==> config.mk <==
export PLATFORM = sky130hd
export DESIGN_NAME = fwd_hazard_unit
export DESIGN_NICKNAME = d
export VERILOG_FILES = /design/src/rtl/riscv_pkg.sv /design/src/rtl/fwd_match.sv /design/src/rtl/fwd_hazard_unit.sv
export SDC_FILE = /design/constraint.sdc
export NUM_CORES = 1
export LEC_CHECK = 0
export CAP_MARGIN = 30
export CORE_AREA = 2 2 146 148
export CTS_CLUSTER_DIAMETER = 200
export CTS_CLUSTER_SIZE = 40
export DETAILED_ROUTE_END_ITERATION = 6
export DIE_AREA = 0 0 148 150
export GPL_TIMING_DRIVEN = 1
export PLACE_DENSITY = 0.72
export SETUP_SLACK_MARGIN = 0.5
export SLEW_MARGIN = 20
export SYNTH_ARGS = -nofsm -noshare
export SYNTH_HDL_FRONTEND = slang
export SYNTH_HIERARCHICAL = 1
export SYNTH_SLANG_ARGS = --single-unit
==> constraint.sdc <==
create_clock -name clk -period 5.2 [get_ports clk]
set_input_delay 0.78 -clock clk [delete_from_list [all_inputs] [get_ports clk]]
set_output_delay 0.78 -clock clk [all_outputs]
set_load 0.01 [all_outputs]
==> src/rtl/riscv_pkg.sv <==
// riscv_pkg: shared operand-select encodings, scoreboard entry type and opcode constants
package riscv_pkg;
  localparam int XLEN_DEF = 32;
  typedef enum logic [1:0] {OP1_RS1 = 2'd0, OP1_PC = 2'd1, OP1_ZERO = 2'd2, OP1_RSV = 2'd3} op1_sel_e;
  typedef enum logic {OP2_RS2 = 1'b0, OP2_IMM = 1'b1} op2_sel_e;
  typedef struct packed {
    logic       vld;
    logic [4:0] rd;
    logic       is_load;
  } sb_entry_t;
  localparam logic [6:0] OPC_LOAD   = 7'b0000011;
  localparam logic [6:0] OPC_STORE  = 7'b0100011;
  localparam logic [6:0] OPC_OPIMM  = 7'b0010011;
  localparam logic [6:0] OPC_OP     = 7'b0110011;
  localparam logic [6:0] OPC_BRANCH = 7'b1100011;
  localparam logic [6:0] OPC_JAL    = 7'b1101111;
endpackage

==> src/rtl/fwd_match.sv <==
// fwd_match: resolves one source register against the scoreboard, youngest match wins
module fwd_match
  import riscv_pkg::*;
#(
  parameter int XLEN     = XLEN_DEF,
  parameter int DEPTH    = 3,
  parameter int LOAD_LAT = 1
) (
  input  logic                    en,
  input  logic [4:0]              idx,
  input  sb_entry_t [DEPTH-1:0]   sb,
  input  logic [DEPTH*XLEN-1:0]   stage_data,
  input  logic [XLEN-1:0]         rf_data,
  output logic                    hit,
  output logic                    ready,
  output logic [XLEN-1:0]         data
);
  always_comb begin
    hit   = 1'b0;
    ready = 1'b1;
    data  = (idx == 5'd0) ? '0 : rf_data;
    for (int k = DEPTH - 1; k >= 0; k--)
      if (en && idx != 5'd0 && sb[k].vld && sb[k].rd == idx) begin
        hit   = 1'b1;
        ready = !(sb[k].is_load && k < LOAD_LAT);
        data  = stage_data[k*XLEN +: XLEN];
      end
  end
endmodule

==> src/rtl/fwd_hazard_unit.sv <==
// fwd_hazard_unit: operand forwarding and load-use stall generation for the decode stage
module fwd_hazard_unit
  import riscv_pkg::*;
#(
  parameter int XLEN     = XLEN_DEF,
  parameter int DEPTH    = 3,
  parameter int LOAD_LAT = 1
) (
  input  logic                  clk,
  input  logic                  rst_n,
  input  logic                  id_valid,
  input  logic [4:0]            id_rs1,
  input  logic [4:0]            id_rs2,
  input  logic                  id_rs1_en,
  input  logic                  id_rs2_en,
  input  logic [4:0]            id_rd,
  input  logic                  id_rd_en,
  input  logic                  id_is_load,
  input  logic [1:0]            id_op1_sel,
  input  logic                  id_op2_sel,
  input  logic [XLEN-1:0]       id_pc,
  input  logic [XLEN-1:0]       id_imm,
  input  logic [XLEN-1:0]       rf_data1,
  input  logic [XLEN-1:0]       rf_data2,
  input  logic [DEPTH*XLEN-1:0] stage_data,
  input  logic                  flush,
  output logic                  stall,
  output logic [XLEN-1:0]       op1,
  output logic [XLEN-1:0]       op2,
  output logic [XLEN-1:0]       rs2_val,
  output logic [31:0]           stall_cnt
);
  sb_entry_t [DEPTH-1:0] sb_q, sb_d;
  sb_entry_t ent;
  logic [31:0] cnt_q, cnt_d;
  logic hit1, rdy1, hit2, rdy2, issue;
  logic [XLEN-1:0] fwd1, fwd2;
  fwd_match #(.XLEN(XLEN), .DEPTH(DEPTH), .LOAD_LAT(LOAD_LAT)) u_rs1 (
    .en(id_rs1_en), .idx(id_rs1), .sb(sb_q), .stage_data(stage_data), .rf_data(rf_data1),
    .hit(hit1), .ready(rdy1), .data(fwd1)
  );
  fwd_match #(.XLEN(XLEN), .DEPTH(DEPTH), .LOAD_LAT(LOAD_LAT)) u_rs2 (
    .en(id_rs2_en), .idx(id_rs2), .sb(sb_q), .stage_data(stage_data), .rf_data(rf_data2),
    .hit(hit2), .ready(rdy2), .data(fwd2)
  );
  always_comb begin
    stall       = id_valid & ~flush & ((hit1 & ~rdy1) | (hit2 & ~rdy2));
    issue       = id_valid & ~flush & ~stall;
    ent.vld     = issue & id_rd_en & (id_rd != 5'd0);
    ent.rd      = issue ? id_rd : 5'd0;
    ent.is_load = issue & id_is_load;
    sb_d        = {sb_q[DEPTH-2:0], ent};
    cnt_d       = (stall && cnt_q != 32'hFFFF_FFFF) ? cnt_q + 32'd1 : cnt_q;
    op1         = op1_sel_e'(id_op1_sel) == OP1_RS1 ? fwd1 :
                  op1_sel_e'(id_op1_sel) == OP1_PC  ? id_pc : '0;
    op2         = op2_sel_e'(id_op2_sel) == OP2_IMM ? id_imm : fwd2;
    rs2_val     = fwd2;
  end
  always_ff @(posedge clk or negedge rst_n)
    if (!rst_n) begin
      sb_q  <= '0;
      cnt_q <= '0;
    end else begin
      sb_q  <= sb_d;
      cnt_q <= cnt_d;
    end
  assign stall_cnt = cnt_q;
endmodule

==> flow_summary.json, run 1 <==
{
  "outcome": "finished, final reports clean",
  "p_per_area_nw_per_um2": 130,
  "start_util": 0.272,
  "wl_um": 27600,
  "grt_overflow": 0,
  "nNetsFinal": 1263,
  "syn-num-nets": 908,
  "met1_usage": 0.293,
  "grtUsageMet3": 0.0655,
  "grt_use_met2": 0.404,
  "grt_pass1_wl_um": 40900,
  "drt_first_pass_iters": 4,
  "port_buffers": 378,
  "fin_setup_tns_ns": 0,
  "io_pins": 379,
  "r2r_cells": 9,
  "slew_headroom": 0.415,
  "cp_common_cell": "clkdlybuf4s50_1",
  "slowest_stage": "clkdlybuf4s50_1",
  "drive_gt1_frac": 0.152,
  "tritoncts": "built",
  "cts_made_buffers": 5,
  "worstSkewPairLatency_ns": 0.29,
  "worstSetupPathType": "input port to output pin",
  "track_usage": 0.237,
  "setup_viol": 0,
  "peakVddDrop_mv": 0.198,
  "hold_violations": 0,
  "cpPeakStageDelay_ns": 0.53,
  "die_area_um2": 22200,
  "cts-htree-levels": 2,
  "synthesis.instances": 657,
  "r2r_slack_ns": 1.96,
  "die_h_um": 150,
  "wl_per_cell_um": 21.4,
  "drv_slew": 0,
  "worstPathRequired_ns": 4.42,
  "dr_total_vias": 6817,
  "vias_per_cell": 5.28,
  "fmax_mhz": 220,
  "min_path_type": "flop to flop",
  "die_w_um": 148,
  "hp-start": "sb_d[20]",
  "grt_max_degree": 52,
  "core_area_um2": 20700,
  "cts.sinks": 51,
  "drc_errors": 0,
  "worstPathCellList": "clkdlybuf4s50_1 > xor2_1 > nor4_1 > and4_2 > buf_4 > a221oi_2 > o21ai_1 > mux2_2 > clkdlybuf4s50_1",
  "dpl.hpwl_um": 21800,
  "cp-start-kind": "input port",
  "grt.busiest_layer": "met2",
  "maxCapViolations": 0,
  "critPathArrivalTime_ns": 3.77,
  "period_share": 0.875,
  "worst_pin_slew_ns": 0.877,
  "path_clk_slew_ns": 0.07,
  "crit_fanout": 20,
  "rsz0062_at_grt": "true",
  "leakage_nw": 3.71,
  "nFillCells": 2008,
  "clock_skew_ns": 0.00523,
  "endpoint_kind": "output pin",
  "globalplace.congestion": 0.886,
  "yosysWarnings": 6,
  "root_buffer": "clkbuf_16",
  "layout_common_cells": "375 x clkdlybuf4s50_1, 82 x nand2_1, 71 x o21ai_0",
  "antenna_found_initial": 6,
  "rows": 53,
  "syn_avg_cell_area_um2": 8.56,
  "layout_min_cycle_time_ns": 4.55,
  "syn_area_um2": 5630,
  "hold_path_end": "sb_q[20]",
  "drt.antenna.violating_nets": 0,
  "final_common_cell": "clkdlybuf4s50_1",
  "grt_pass1_vias": 7052,
  "hold_ws_ns": 0.400,
  "cts_max_path_buffers": 2,
  "whs_path_depth": 0,
  "r2r-start": "sb_d[11]",
  "drtIter0Drc": 331,
  "area_growth_pct": 75.0,
  "r2r-end": "stall_cnt[27]"
}
## final cells by class
class / instances / area, um^2 / area share
Antenna cell: 4 / 10.0 / 0.00102
Clock buffer: 5 / 125 / 0.0127
Clock inverter: 3 / 27.5 / 0.00280
Inverter: 6 / 22.5 / 0.00229
Multi-Input combinational cell: 545 / 4030 / 0.409
Sequential cell: 51 / 1280 / 0.130
Tap cell: 275 / 344 / 0.0349
Timing Repair Buffer: 403 / 4010 / 0.407
## where the power goes
group	internal (W)	leakage [nW]	total, W	switching, W
clock	0.000184	0.0724	0.000338	0.000154
sequential	0.000402	0.687	0.000408	0.00000602
combinational	0.000339	2.95	0.000539	0.000200
## metrics by stage
step | setup slack, ns | utilization | std cells | total power (W) | cell area, um^2
final | 0.649 | 0.476 | 1292 | 0.00129 | 9850
after global routing | 0.443 | 0.476 | 1289 | 0.00135 | 9840
after CTS | 0.532 | 0.474 | 1287 | 0.00129 | 9810
after detailed placement | 0.473 | 0.466 | 1276 | 0.000951 | 9630
after global placement | 0.503 | 0.466 | 1276 | 0.000948 | 9630
after floorplan | 1.82 | - | 657 | 0.000586 | 5630
## what timing repair did
| item | 4_1_cts | 5_1_grt |
|---|---|---|
| buffers inserted | 3 | 1 |
| hold endpoints to repair | 0 | 0 |
| setup endpoints to repair | 1 | 31 |
| hold buffers | 0 | 0 |
| resized for setup | 0 | 5 |
| pin swaps | 1 | 1 |
## registers in the layout, indices dropped and copies added, names as in the netlist
name       cells
sb_q           6
stall_cnt     32
sb_d          13
## routing by layer
metal  up-vias  share of wire
li1       3174              -
met3        62          0.092
met1      3214           0.40
met4         6          0.025
met5         -         0.0012
met2       361           0.48
## worst max-delay path by stage
| stage | startpoint | endpoint | slack, ns | cells after the start |
|---|---|---|---|---|
| 2_1_floorplan | id_rs2[0] | stall | 1.82 | 9 |
| 3_3_place_gp | id_rs1[0] | op1[31] | 0.50 | 10 |
| 3_5_place_dp | id_rs1[2] | op1[31] | 0.47 | 10 |
| 4_1_cts | id_rs2[1] | op2[31] | 0.53 | 10 |
| 5_1_grt | id_rs2[2] | op2[6] | 0.44 | 9 |
| 6_report | id_rs2[1] | op2[6] | 0.65 | 9 |
## critical path, delay by kind of cell
family / cells / cell delay [ns]
simple gates: 2 / 0.76
buf+inv: 3 / 1.46
xor+xnor: 1 / 0.21
mux: 1 / 0.21
compound gates: 2 / 0.34
(Power assumes the default switching activity.)
==> run 2, diff against run 1 <==
--- a/config.mk
+++ b/config.mk
@@ -12,7 +12,6 @@
 export DETAILED_ROUTE_END_ITERATION = 6
 export DIE_AREA = 0 0 148 150
 export GPL_TIMING_DRIVEN = 1
-export PLACE_DENSITY = 0.72
 export SETUP_SLACK_MARGIN = 0.5
 export SLEW_MARGIN = 20
 export SYNTH_ARGS = -nofsm -noshare
==> run 2 against run 1 <==
Final area up 0.10%. Clock power up 2%. Final cell count increased by 0.46%. Die area unchanged. Hold slack improved by 0.0045 ns. Sequential cell count unchanged. Register-to-register slack better by 0.21 ns. First-iteration DRC count down 7.3%. Combinational power increased by 0.7%. Utilization about the same. Sequential power about the same. Sequential share of layout area about the same.
==> flow_summary.json, run 2 (same netlist as run 1, synthesis figures left out) <==
{
  "layout_common_cells": "375 x clkdlybuf4s50_1, 82 x nand2_1, 69 x o21ai_0",
  "drt.antenna.violating_nets": 0,
  "cts_made_buffers": 5,
  "p_per_area_nw_per_um2": 131,
  "largest_reg_flops": 32,
  "r2r_cells": 12,
  "area_growth_pct": 75.2,
  "cp-start-kind": "input port",
  "fmax_mhz": 217,
  "die_h_um": 150,
  "cts-htree-levels": 2,
  "p_sw_w": 0.000369,
  "drv_slew": 0,
  "dpl.hpwl_um": 22900,
  "drt_first_pass_iters": 4,
  "rows": 53,
  "die_w_um": 148,
  "layout_min_cycle_time_ns": 4.61,
  "rsz0062_at_grt": "false",
  "p_int_w": 0.000926,
  "maxCapViolations": 0,
  "peakVddDrop_mv": 0.160,
  "setup_viol": 0,
  "drtIter0Drc": 307,
  "crit_fanout": 20,
  "fin_setup_tns_ns": 0,
  "dr_total_vias": 6788,
  "nFillCells": 2020,
  "utilization": 0.476,
  "port_buffers": 378,
  "vias_per_cell": 5.23,
  "worstSetupPathType": "input port to output pin",
  "leakage_nw": 3.73,
  "hold_ws_ns": 0.404,
  "slew_headroom": 0.427,
  "grt_overflow": 0,
  "wl_um": 28800,
  "cpPeakStageDelay_ns": 0.56,
  "cts.sinks": 51,
  "swShare": 0.285,
  "worstPathCellList": "clkdlybuf4s50_1 > nor4_2 > nand2b_1 > nand4_1 > buf_4 > buf_4 > o21ai_0 > o21ai_1 > mux2_2 > clkdlybuf4s50_1",
  "seq_power_share": 0.315,
  "root_buffer": "clkbuf_16",
  "die_area_um2": 22200,
  "drc_errors": 0,
  "min_path_type": "flop to flop",
  "layout.cells.non_filler": 1298,
  "grt_max_degree": 52,
  "slowest_stage": "clkdlybuf4s50_1",
  "nNetsFinal": 1268,
  "start_util": 0.272,
  "clock_skew_ns": 0.00381,
  "design_area_um2": 9860,
  "worstSkewPairLatency_ns": 0.30,
  "cts_max_path_buffers": 2,
  "globalplace.congestion": 0.885,
  "placed_cell_area_um2": 9650,
  "power_frac_comb": 0.419,
  "wl_per_cell_um": 22.2,
  "endpoint_kind": "output pin",
  "antenna_found_initial": 6,
  "cts_hold_buf": 0,
  "worst_pin_slew_ns": 0.859,
  "final_common_cell": "clkdlybuf4s50_1",
  "dp.cells": 1283,
  "grt_pass1_vias": 6705,
  "drive_gt1_frac": 0.156,
  "whs_path_depth": 0,
  "worstPathRequired_ns": 4.42,
  "hold_violations": 0,
  "io_pins": 379,
  "period_share": 0.887,
  "outcome": "finished, final reports clean",
  "tritoncts": "built",
  "track_usage": 0.244,
  "grt_pass1_wl_um": 41600,
  "path_clk_slew_ns": 0.07,
  "core_area_um2": 20700,
  "critPathArrivalTime_ns": 3.83,
  "power_frac_clock": 0.266
}
-- run 2: metal layers --
metal,vias to the layer above,part of all wire,track usage
met3,58,0.071,0.0524
met5,-,0.00045,0
li1,3183,-,-
met1,3263,0.40,0.297
met4,2,0.037,0.0957
met2,282,0.49,0.421
-- run 2: what timing repair did --
item                       CTS  global route
resized for setup            1             6
setup endpoints to repair    1            26
setup buffers                0             1
pin swaps                    0             1
cloned                       0             0
-- run 2: per-stage QoR --
step,worst slack [ns],total power [W]
6_report,0.589,0.00130
5_1_grt,0.502,0.00135
4_1_cts,0.523,0.00130
3_5_place_dp,0.474,0.000954
3_3_place_gp,0.522,0.000951
2_1_floorplan,1.82,0.000586
-- run 2: final cells by class --
type,count,area [um^2],share of cell area
repair buffers,408,4020,0.408
diodes,5,12.5,0.00127
flip-flops and latches,51,1280,0.129
multi-input cells,545,4030,0.409
clock buffers,5,125,0.0127
clock inverters,3,27.5,0.00279
inverters,6,22.5,0.00228
well taps,275,344,0.0349
-- run 2: final timing paths --
check | from | endpoint | slack [ns]
worst min-delay path | sb_d[20] | sb_q[20] | 0.40
max in group asynchronous | rst_n | stall_cnt[1] | 4.17
worst max register to register | sb_d[11] | stall_cnt[31] | 2.17
worst min register to register | sb_d[20] | sb_q[20] | 0.40
worst max-delay path | id_rs2[0] | op2[21] | 0.59
min in group asynchronous | rst_n | stall_cnt[16] | 0.58
-- run 2: power by group through the flow --
| stage | sequential [W] | clock [W] | combinational, W |
|---|---|---|---|
| 2_1_floorplan | 0.000414 | 0 | 0.000172 |
| 3_3_place_gp | 0.000416 | 0 | 0.000536 |
| 3_5_place_dp | 0.000416 | 0 | 0.000538 |
| 4_1_cts | 0.000408 | 0.000354 | 0.000541 |
| 5_1_grt | 0.000409 | 0.000370 | 0.000576 |
| 6_report | 0.000408 | 0.000344 | 0.000543 |
-- run 2: critical path, delay by kind of cell --
family	cells	cell delay [ns]
buffers and inverters	4	1.59
and+or+nand+nor	3	0.73
AOI/OAI and AO/OA	2	0.49
muxes	1	0.23
==> run 3, diff against run 2 <==
--- a/config.mk
+++ b/config.mk
@@ -6,11 +6,10 @@
 export NUM_CORES = 1
 export LEC_CHECK = 0
 export CAP_MARGIN = 30
-export CORE_AREA = 2 2 146 148
-export CTS_CLUSTER_DIAMETER = 200
+export CORE_AREA = 2 2 147 149
 export CTS_CLUSTER_SIZE = 40
 export DETAILED_ROUTE_END_ITERATION = 6
-export DIE_AREA = 0 0 148 150
+export DIE_AREA = 0 0 149 151
 export GPL_TIMING_DRIVEN = 1
 export SETUP_SLACK_MARGIN = 0.5
 export SLEW_MARGIN = 20
==> run 3 against run 2 <==
Via count is essentially flat. Highest routed layer unchanged. Clock power down 3%. Worst setup slack improved by 0.058 ns. Sequential cell count unchanged.
==> flow_summary.json, run 3 (same netlist as run 1, synthesis figures left out) <==
{
  "grt_pass1_wl_um": 41600,
  "r2r-start": "sb_d[11]",
  "worst_pin_slew_ns": 0.826,
  "placed_cell_area_um2": 9660,
  "start_util": 0.270,
  "r2r_slack_ns": 1.99,
  "rsz0062_at_grt": "false",
  "track_usage": 0.242,
  "rows": 53,
  "grt_max_degree": 52,
  "path_clk_slew_ns": 0.07,
  "die_h_um": 151,
  "hold_violations": 0,
  "final_common_cell": "clkdlybuf4s50_1",
  "r2r_cells": 10,
  "fmax_mhz": 220,
  "highest_layer": "met5",
  "design_area_um2": 9930,
  "maxCapViolations": 0,
  "worstSkewPairLatency_ns": 0.29,
  "cts_made_buffers": 5,
  "leakage_nw": 3.76,
  "peakVddDrop_mv": 0.189,
  "worstSetupPathType": "input port to output pin",
  "largest_reg_flops": 32,
  "tritoncts": "built",
  "wl_um": 29100,
  "drc_errors": 0,
  "grt_overflow": 0,
  "io_pins": 379,
  "register_area_um2": 1280,
  "drt_first_pass_iters": 5,
  "clock_skew_ns": 0.00380,
  "min_path_type": "flop to flop",
  "drtIter0Drc": 303,
  "fin_setup_tns_ns": 0,
  "route.met3.wl_um": 2630,
  "cpPeakStageDelay_ns": 0.53,
  "endpoint_kind": "output pin",
  "drv_slew": 0,
  "slowest_stage": "clkdlybuf4s50_1",
  "worstPathCellList": "clkdlybuf4s50_1 > xor2_1 > nor4_2 > and3b_2 > buf_4 > a221oi_2 > o21ai_1 > mux2_2 > clkdlybuf4s50_1",
  "cts_max_path_buffers": 2,
  "path_buf_inv": 3,
  "layout_common_cells": "375 x clkdlybuf4s50_1, 82 x nand2_1, 70 x o21ai_0",
  "dpl.hpwl_um": 22800,
  "dr_total_vias": 6791,
  "utilization": 0.477,
  "area_growth_pct": 76.5,
  "drt.antenna.violating_nets": 0,
  "nNetsFinal": 1271,
  "port_buffers": 378,
  "drive_gt1_frac": 0.160,
  "cp.depth": 9,
  "startpoint": "id_rs2[1]",
  "period_share": 0.876,
  "die_w_um": 149,
  "outcome": "finished, final reports clean",
  "cts_hold_buf": 0,
  "layout_min_cycle_time_ns": 4.55,
  "cts.sinks": 51,
  "cp-start-kind": "input port",
  "layout.cells.non_filler": 1300,
  "p_per_area_nw_per_um2": 129,
  "cp_common_cell": "clkdlybuf4s50_1",
  "antenna_found_initial": 8,
  "wl_per_cell_um": 22.4,
  "core_area_um2": 20800,
  "die_area_um2": 22500,
  "critPathArrivalTime_ns": 3.77,
  "wl_met2_um": 14200,
  "endpoint": "op2[24]",
  "crit_family": "buffers and inverters",
  "dp.cells": 1279,
  "cts-htree-levels": 2,
  "crit_fanout": 13,
  "vias_per_cell": 5.22,
  "setup_viol": 0,
  "multiInputGateArea_um2": 4030,
  "root_buffer": "clkbuf_16",
  "globalplace.congestion": 0.893,
  "slew_headroom": 0.449,
  "r2r-end": "stall_cnt[30]",
  "worstPathRequired_ns": 4.42,
  "m1WireLength_um": 11300,
  "grt_pass1_vias": 6760,
  "nFillCells": 2023
}
-- run 3: worst min-delay path by stage --
stage	startpoint	to	depth (start not counted)
final	sb_d[20]	sb_q[20]	0
after global routing	sb_d[20]	sb_q[20]	0
after CTS	sb_d[20]	sb_q[20]	0
after detailed placement	sb_d[20]	sb_q[20]	0
after global placement	sb_d[20]	sb_q[20]	0
after floorplan	sb_d[20]	sb_q[20]	0
-- run 3: repair_timing --
item,4_1_cts,5_1_grt
endpoints found under the hold margin,0,0
pin swaps,0,1
gates resized for setup,0,6
endpoints found under the setup margin,1,13
setup buffers,4,4
-- run 3: routing by layer --
metal / vias to the layer above / track usage
li1: 3184 / -
met1: 3197 / 0.296
met2: 338 / 0.412
met3: 64 / 0.0608
met4: 8 / 0.0867
met5: - / 0
-- run 3: area by class of cell --
type,count,share of cell area
inverters,6,0.00227
multi-input cells,545,0.405
flip-flops and latches,51,0.129
well taps,275,0.0347
diodes,4,0.00101
repair buffers,411,0.413
clock buffers,5,0.0126
clock inverters,3,0.00277
-- run 3: worst reg2reg max path: stages, from the launching register on --
cell,delay (ns)
dfrtp_1,0.43
xor2_1,0.17
nor4_1,0.42
and4_4,0.40
or3_1,0.15
nor2b_1,0.27
o21ai_0,0.18
buf_4,0.19
nor4_1,0.57
nand3_1,0.17
xnor2_1,0.15
-- run 3: where the power goes --
part	leakage, nW	total, W	internal [W]	switching (W)
combinational	3.00	0.000542	0.000341	0.000202
clock	0.0720	0.000334	0.000183	0.000152
sequential	0.687	0.000408	0.000402	0.00000580
-- run 3: per-stage QoR --
step           setup WS [ns]  hold slack (ns)  power, W
5_1_grt                0.525            0.413   0.00135
4_1_cts                0.509            0.400   0.00129
6_report               0.647            0.393   0.00128
3_3_place_gp           0.496            0.375  0.000951
2_1_floorplan           1.82            0.359  0.000586
3_5_place_dp           0.478            0.384  0.000953
